===== src/rtl/prog_tick_gen_pkg.sv =====
// ============================================================================
// Package  : prog_tick_gen_pkg
// Brief    : Shared defaults and per-channel control-state type for the
//            programmable tick generator.
// Revision : 1.0 - initial release
// ============================================================================
`default_nettype none

package prog_tick_gen_pkg;

  // Default channel count and divisor/counter width
  localparam int DEF_NUM_CH = 4;
  localparam int DEF_CNT_W  = 32;

  // Divisor that turns a 50 MHz reference into a 1 Hz tick
  localparam int unsigned DIV_50M_1HZ = 32'd50_000_000;

  // Single-bit control state carried by every channel
  typedef struct packed {
    logic run;      // channel counted on the previous edge
    logic pend;     // shadow divisor waiting to be applied
    logic clk_out;  // registered divided clock
    logic tick;     // registered period-complete pulse
  } ch_state_t;

endpackage

`default_nettype wire


===== src/rtl/tick_gen_ch.sv =====
// ============================================================================
// Module   : tick_gen_ch
// Brief    : One divider channel: active divisor D, shadow divisor S,
//            counter and registered clk_out / tick / pend outputs.
//            Macro PROG_TICK_GEN_SYNC_EN adds the global sync input.
// Revision : 1.0 - initial release
// ============================================================================
`default_nettype none

module tick_gen_ch
  import prog_tick_gen_pkg::*;
#(
  parameter int               CNT_W   = DEF_CNT_W,
  parameter logic [CNT_W-1:0] RST_DIV = CNT_W'(DIV_50M_1HZ)
) (
  input  logic             clk,
  input  logic             rst_n,
`ifdef PROG_TICK_GEN_SYNC_EN
  input  logic             sync,
`endif
  input  logic             en,
  input  logic             wr,
  input  logic [CNT_W-1:0] wr_data,
  output logic             clk_out,
  output logic             tick,
  output logic             pend
);

  localparam logic [CNT_W-1:0] CNT_ONE = CNT_W'(1);

  logic [CNT_W-1:0] d_q, d_d;
  logic [CNT_W-1:0] s_q, s_d;
  logic [CNT_W-1:0] cnt_q, cnt_d;
  logic [CNT_W-1:0] half_w;
  ch_state_t        st_q, st_d;
  logic             sync_w;
  logic             d_nz_w;
  logic             wrap_w;
  logic             apply_w;

`ifdef PROG_TICK_GEN_SYNC_EN
  assign sync_w = sync;
`else
  assign sync_w = 1'b0;
`endif

  // Next-state: counting, wrap detection, shadow hand-over and output decode
  always_comb begin
    d_nz_w  = (d_q != '0);
    // D-1 is only meaningful when D is non-zero, so the wrap test is gated
    wrap_w  = st_q.run && en && d_nz_w && (cnt_q == d_q - CNT_ONE);
    // The shadow is handed over only where it cannot cut a period short
    apply_w = st_q.pend && (sync_w || wrap_w || !en || !d_nz_w);

    d_d       = apply_w ? s_q : d_q;
    s_d       = wr ? wr_data : s_q;
    st_d      = '0;
    // A write on the hand-over edge stays queued for the next wrap
    st_d.pend = wr || (st_q.pend && !apply_w);
    st_d.run  = en && (d_d != '0);

    if (!st_d.run) begin
      cnt_d = '0;
    end else if (sync_w || apply_w || wrap_w || !st_q.run) begin
      // Phase restart, new divisor, wrap, or first edge after start-up
      cnt_d = '0;
    end else begin
      cnt_d = cnt_q + CNT_ONE;
    end

    half_w       = (d_d >> 1) + CNT_W'(d_d[0]);
    st_d.clk_out = st_d.run && (cnt_d < half_w);
    // No pulse when the channel stops on this edge or the phase is restarted
    st_d.tick    = wrap_w && st_d.run && !sync_w;
  end

  // Channel registers, cleared asynchronously to the reset divisor
  always_ff @(posedge clk or negedge rst_n) begin
    if (!rst_n) begin
      d_q   <= RST_DIV;
      s_q   <= RST_DIV;
      cnt_q <= '0;
      st_q  <= '0;
    end else begin
      d_q   <= d_d;
      s_q   <= s_d;
      cnt_q <= cnt_d;
      st_q  <= st_d;
    end
  end

  assign clk_out = st_q.clk_out;
  assign tick    = st_q.tick;
  assign pend    = st_q.pend;

endmodule

`default_nettype wire


===== src/rtl/prog_tick_gen.sv =====
// ============================================================================
// Module   : prog_tick_gen
// Brief    : NUM_CH independent programmable clock dividers with glitch-free
//            divisor update. Defining PROG_TICK_GEN_SYNC_EN adds the sync
//            input, which restarts the phase of every enabled channel.
// Revision : 1.0 - initial release
// ============================================================================
`default_nettype none

module prog_tick_gen
  import prog_tick_gen_pkg::*;
#(
  parameter int          NUM_CH  = DEF_NUM_CH,
  parameter int          CNT_W   = DEF_CNT_W,
  parameter int unsigned RST_DIV = DIV_50M_1HZ,
  localparam int         SEL_W   = (NUM_CH > 1) ? $clog2(NUM_CH) : 1
) (
  input  logic              clk,
  input  logic              rst_n,
`ifdef PROG_TICK_GEN_SYNC_EN
  input  logic              sync,
`endif
  input  logic              wr_en,
  input  logic [SEL_W-1:0]  wr_sel,
  input  logic [CNT_W-1:0]  wr_data,
  input  logic [NUM_CH-1:0] ch_en,
  output logic [NUM_CH-1:0] clk_out,
  output logic [NUM_CH-1:0] tick,
  output logic [NUM_CH-1:0] pend
);

  // One channel per index; a select beyond NUM_CH-1 matches no channel
  for (genvar i = 0; i < NUM_CH; i++) begin : g_ch
    logic wr_hit;
    assign wr_hit = wr_en && (wr_sel == SEL_W'(i));

    tick_gen_ch #(
      .CNT_W   (CNT_W),
      .RST_DIV (CNT_W'(RST_DIV))
    ) u_ch (
      .clk     (clk),
      .rst_n   (rst_n),
`ifdef PROG_TICK_GEN_SYNC_EN
      .sync    (sync),
`endif
      .en      (ch_en[i]),
      .wr      (wr_hit),
      .wr_data (wr_data),
      .clk_out (clk_out[i]),
      .tick    (tick[i]),
      .pend    (pend[i])
    );
  end

endmodule

`default_nettype wire


===== config.mk =====
export PLATFORM = sky130hd
export DESIGN_NAME = prog_tick_gen
export DESIGN_NICKNAME = d
export VERILOG_FILES = /design/src/rtl/prog_tick_gen_pkg.sv /design/src/rtl/tick_gen_ch.sv /design/src/rtl/prog_tick_gen.sv
export SDC_FILE = /design/constraint.sdc
export NUM_CORES = 1
export LEC_CHECK = 0
export ABC_AREA = 1
export BUFFER_PORTS_ARGS = -buffer_cell sky130_fd_sc_hd__buf_2
export CAP_MARGIN = 30
export CORE_MARGIN = 4
export CORE_UTILIZATION = 50
export CTS_BUF_LIST = sky130_fd_sc_hd__clkbuf_4
export CTS_CLUSTER_SIZE = 12
export DETAILED_ROUTE_END_ITERATION = 16
export PLACE_DENSITY = 0.68
export SYNTH_ARGS = -nofsm -noshare
export SYNTH_HDL_FRONTEND = slang
export SYNTH_SLANG_ARGS = --single-unit

===== constraint.sdc =====
create_clock -name clk -period 4.8 [get_ports clk]
set_input_delay 0.24 -clock clk [delete_from_list [all_inputs] [get_ports clk]]
set_output_delay 0.24 -clock clk [all_outputs]
set_load 0.01 [all_outputs]

# Word-level counts from Yosys, hierarchy flattened
# Index checks and enable logic that the tools add are counted.
dict set report op_classes {
  n_addsub 12
  n_lt_le_gt_ge 4
  mul 0
  n_mux 12
  reduce_logical 81
  shifts 0
  bitwise_logic 0
  div 0
  eq_ne 7
}
# op count
set op_table {}
lappend op_table {{$mux W32} 12}
lappend op_table {{$reduce_bool A32 Y1} 8}
lappend op_table {{$add A31 B1 Y32} 4}
lappend op_table {{$add A32 B1 Y32 const B} 4}
lappend op_table {{$eq A32 B32 Y1} 4}
lappend op_table {{$lt A32 B32 Y1} 4}
lappend op_table {{$sub A32 B1 Y32 const B} 4}
lappend op_table {{$logic_and A1 B1 Y1} 36}
lappend op_table {{$logic_or A1 B1 Y1} 20}
lappend op_table {{$logic_not A1 Y1} 16}
lappend op_table {{$eq A2 B2 Y1 const B} 2}
lappend op_table {{$eq A2 B1 Y1 const B} 1}
lappend op_table {{$logic_not A2 Y1} 1}
dict set report totals {
  word_cells 144
  romBits 0
  latchBits 0
  in_bits 41
  ramBits 0
  register_bits 400
  out_inout_bits 12
  mem_count 0
}

# Depth between registers and ports, before layout
dict set report logic_depth {
  word_depth 12
  depth_mapped 45
  depth_no_buf 43
}

# Hierarchy
# A second synthesis with hierarchy kept.
dict set report hier_totals {
  cells_unflattened 4262
  area_unflattened_um2 29652.2
}
# module instances seq_area_each_um2 area_each_um2 cells_each
set by_module_without_submodules {}
lappend by_module_without_submodules {{tick_gen_ch at g_ch[1].u_ch ...} 2 2532.4 7369.6 1058}
lappend by_module_without_submodules {{tick_gen_ch at g_ch[0].u_ch} 1 2532.4 7518.5 1080}
lappend by_module_without_submodules {{tick_gen_ch at g_ch[3].u_ch} 1 2532.4 7364.6 1058}
lappend by_module_without_submodules {prog_tick_gen 1 0.0 30.0 8}

# Worst setup path after synthesis
# OpenSTA, ideal clock, no wires.
dict set report synth_timing {
  path_type {flip-flop to flip-flop}
  from {reg g_ch[3].u_ch.d_q[0]}
  to {reg g_ch[3].u_ch.st_q (netlist bit g_ch[3].u_ch.clk_out)}
  setup_ps 78
  required_ps 4722
  period_less_slack_ps 5176
  setup_slack_ps -376
  arrival_time_ps 5098
  path_stages_with_launch 42
  path_buffers 2
  cell_sequence {dfrtp_1 inv_1 ha_1 nand2_1 nor2_4 nand2_1 nor2_1 nand3_1 nand2_1 nand2_1 nor2_1 nand2_1 nor2_1 nand3_2 nand2_2 nand2_4 buf_6 clkbuf_1 (+6 left out) nor2_1 nand2_1 inv_2 nand2_1 nor2_1 nand4_1 nor2_1 nand4_1 xor2_1 inv_1 ha_1 a21oi_1 nor2_1 a211oi_1 nor2_1 a2111oi_0 o311ai_0 a21oi_1}
}
# element line
set synth_rtl {}
lappend synth_rtl {{start: declaration} tick_gen_ch.sv:31} ;# logic [CNT_W-1:0] d_q, d_d;
lappend synth_rtl {{start signal: assignment} tick_gen_ch.sv:80} ;# d_q <= RST_DIV;
lappend synth_rtl {{start signal: assignment} tick_gen_ch.sv:85} ;# d_q <= d_d;
lappend synth_rtl {{end signal: assignment} tick_gen_ch.sv:88} ;# st_q <= st_d;
lappend synth_rtl {{end: declaration} tick_gen_ch.sv:35} ;# ch_state_t st_q, st_d;

==> flow_metrics.tcl <==
set metrics [dict create \
    status "finished with violations" \
    violations "setup timing" \
    pre_cts_ws_ps -830.7 \
    period_minus_slack_ps 5590 \
    area_delta_synth_final_pct 35.50 \
    worstPathRequired_ps 5610 \
    ys_seq_area_share_pct 34.59 \
    layout.cells.non_filler 5980 \
    clkTransAtPathRegs_ps 100 \
    finalPower_uw 13560 \
    row_count 88 \
    report.final.slew_viol_count 0 \
    vias 30980 \
    place_area_sq_um 36280 \
    synth_area_leader_cell "dfrtp_1" \
    fin_nets 5301 \
    endpoint "g_ch[2].u_ch.clk_out" \
    grt_use_total_pct 30.67 \
    hp-start "wr_data[8]" \
    multiInputGateArea_sq_um 17470 \
    yosys_warnings 0 \
    grt_pass1_wl_um 154800 \
    crit_top_cell "nor2_1" \
    antenna_found_initial 3 \
    worst_pin_slew_ps 807.3 \
    reg2regPathDepth 37 \
    power_density_nw_per_um2 341.8 \
    synthDistinctLibCells 63 \
    setup_slack_ps -789.5 \
    fp.coreArea_sq_um 57810 \
    grt_overflow_total 0 \
    initial_utilization_pct 50.66 \
    cp-end-kind "flip-flop" \
    worst-path-max-fanout 12 \
    vias_per_cell 5.181 \
    grt_pass1_vias 29892 \
    rsz0062_at_grt "true" \
    r2r_slack_ps -790 \
    finClkSkew_ps 96.39 \
    cts-root-buf "clkbuf_4" \
    peakVddDrop_uv 225.6 \
    startpoint_type "flip-flop" \
    grt_start_max_net_pins 132 \
    clock.fmax_mhz 178.9 \
    final_antenna_net_count 0 \
    cellLeakagePower_uw 0.01992 \
    drt_pass1_iterations 6 \
    cts_buffers 112 \
    avgSynthCellArea_sq_um 7.073 \
    slew-limit-headroom_pct 46.18 \
    routedWlPerCell_um 16.61 \
    reg2reg_from "g_ch[2].u_ch.d_q[0]" \
    synth_cells 4140 \
    synth_ff_type "dfrtp_1" \
    synth_edf_count 0 \
    yosysTopAreaCellShare_pct 25.98 \
    synth.area.top_cells "dfrtp_1 26%, nand2_1 14%, dfstp_2 8.6%, nor2_1 7.1%, inv_1 6.6%" \
    hold_path_class "input pin to flip-flop" \
    async_reset_ff_share_pct 100.0 \
    io_pins 53 \
    htree_levels 3 \
    cts_buffer_depth 3 \
    finish.instance_area_sq_um 39680 \
    max_stage_delay_ps 410 \
    period_share_pct 116.4 \
    fill_cells 4825 \
    drive_above_1_share_pct 29.81 \
    setup_violations 4 \
    drv_cap 0 \
    crit_type "flip-flop to flip-flop" \
    crit_path_start "g_ch[2].u_ch.d_q[0]" \
    place_congestion 0.9920 \
    hold_viol_final 0 \
    ys_seq_elements 400 \
    route.detailed.drc 0 \
    regArea_sq_um 10140 \
    port_buffers 52 \
    finalWirelength_um 99330 \
    critPathArrivalTime_ps 6400 \
    r2r_end "g_ch[2].u_ch.clk_out" \
    syn_area_sq_um 29280 \
    dpl.hpwl_um 74780 \
    cpMaxStageDelayCell "dfrtp_1" \
    synth_fp_nets 4327 \
    die_area_sq_um 62500 \
    die_x_um 250.0 \
    dp_cells 5663 \
    tritoncts "yes" \
    drt_iter0_drc 2389 \
    die_y_um 250.0 \
    cts_sinks 400 \
    clock_latency_ps 930 \
]
-- layout by cell type, fill, tap and decap left out, types with 72 or more instances in the layout --
master / n
nand2_1: 1092
nor3_1: 78
xor2_1: 174
inv_1: 504
a21oi_1: 72
ha_1: 133
nand3_1: 183
dfstp_2: 96
nor2_2: 73
clkbuf_4: 177
nor2_1: 505
nand3b_1: 117
dfrtp_1: 296
o21ai_0: 182
buf_4: 827
-- power by group --
part / total, uW / switching, uW / internal, uW
Sequential: 4440 / 471 / 3970
Clock: 3510 / 1620 / 1890
Combinational: 5620 / 3040 / 2570
Total: 13600 / 5130 / 8430
-- registers in the layout, summed over array words and instances (netlist names) --
signal	flops
g_ch.u_ch.cnt_q	128
g_ch.u_ch.d_q	128
g_ch.u_ch.tick	4
g_ch.u_ch.s_q	128
g_ch.u_ch.pend	4
g_ch.u_ch.st_q	4
g_ch.u_ch.clk_out	4
-- worst min-delay path by stage --
stage / cells past startpoint / to / slack [ps]
detailed placement: 1 / g_ch[2].u_ch.cnt_q[28] / 210
CTS: 4 / g_ch[0].u_ch.s_q[1] / 190
global placement: 1 / g_ch[2].u_ch.cnt_q[30] / 210
floorplan: 0 / g_ch[0].u_ch.clk_out / -60
finish: 4 / g_ch[0].u_ch.s_q[8] / 270
global route: 4 / g_ch[3].u_ch.s_q[10] / 230
-- cell usage after synthesis, types with 3 or more instances --
library cell and count:
nor3_2 8, nor3b_1 27, nor3_1 89, or3_1 3, and3_1 6, nor2_4 16
nand2_2 43, xnor2_1 61, dfrtp_1 304, nand4_2 3, clkinv_1 7, nor2_2 41
inv_2 33, a21o_1 3, nand3_2 8, a31oi_1 10, a2111oi_0 3, or2_2 6
ha_1 146, xor2_1 175, o221a_2 5, buf_4 19, o21ai_2 4, dfstp_2 96
nor2_1 556, nand3b_1 117, nand2_1 1123, nor4_1 33, buf_1 3, a211oi_1 15
nand3_1 196, nand2_4 9, inv_1 515, buf_2 18, o21ai_1 16, buf_6 8
a21oi_1 76, o21ai_0 193, nand4_1 63, o2111ai_1 4, xnor3_1 3, and2_1 4
clkbuf_1 46
-- metal layers --
layer	part of all wire, %	global-route usage, %	wire (um)
met1	42	39.85	42050
met2	46	50.56	46180
met3	6.5	5.627	6500
met4	4.6	12.85	4600
met5	0	0	0
-- per-stage QoR --
stage / TNS [ps] / hold WS, ps / utilization, %
floorplan: -611.7 / -55.59 / -
global placement: -2097 / 211.3 / 62.60
detailed placement: -2446 / 211.3 / 62.77
CTS: -1477 / 190.0 / 67.30
global route: -3409 / 232.7 / 68.64
finish: -1917 / 266.7 / 68.64
-- worst max-delay path: cells and delay by family, from the launching register on --
family | cells | cell delay (ps)
buf+inv | 6 | 780
compound gates | 6 | 1160
xor+xnor | 1 | 150
fa+ha+maj | 3 | 620
flops | 1 | 410
simple gates | 21 | 2350
-- logic make-up after synthesis --
family	Yosys count	share of synthesized area, %
AOI/OAI and AO/OA	341	6.418
xor gates and xnor gates	239	7.289
adders and majority gates	146	6.238
buffers and inverters	650	8.862
DFF	400	34.59
and+or+nand+nor	2364	36.60
-- cell type report --
cell class                      count  area share (%)
Multi-Input combinational cell   3091           44.04
Sequential cell                   400           25.55
Timing Repair Buffer              953           18.68
Inverter                          556           5.269
Clock buffer                      177           3.349
Tap cell                          765           2.412
Clock inverter                     33          0.6591
Antenna cell                        5         0.03153
-- repair_timing --
action	in CTS	in global routing
gates resized for setup	87	138
buffers inserted	24	26
cloned	1	0
endpoints found under the setup margin	4	4
hold endpoints to repair	468	0
pin swaps	43	74
hold buffers	50	0
No activity file was read; power rests on OpenSTA's default activity.
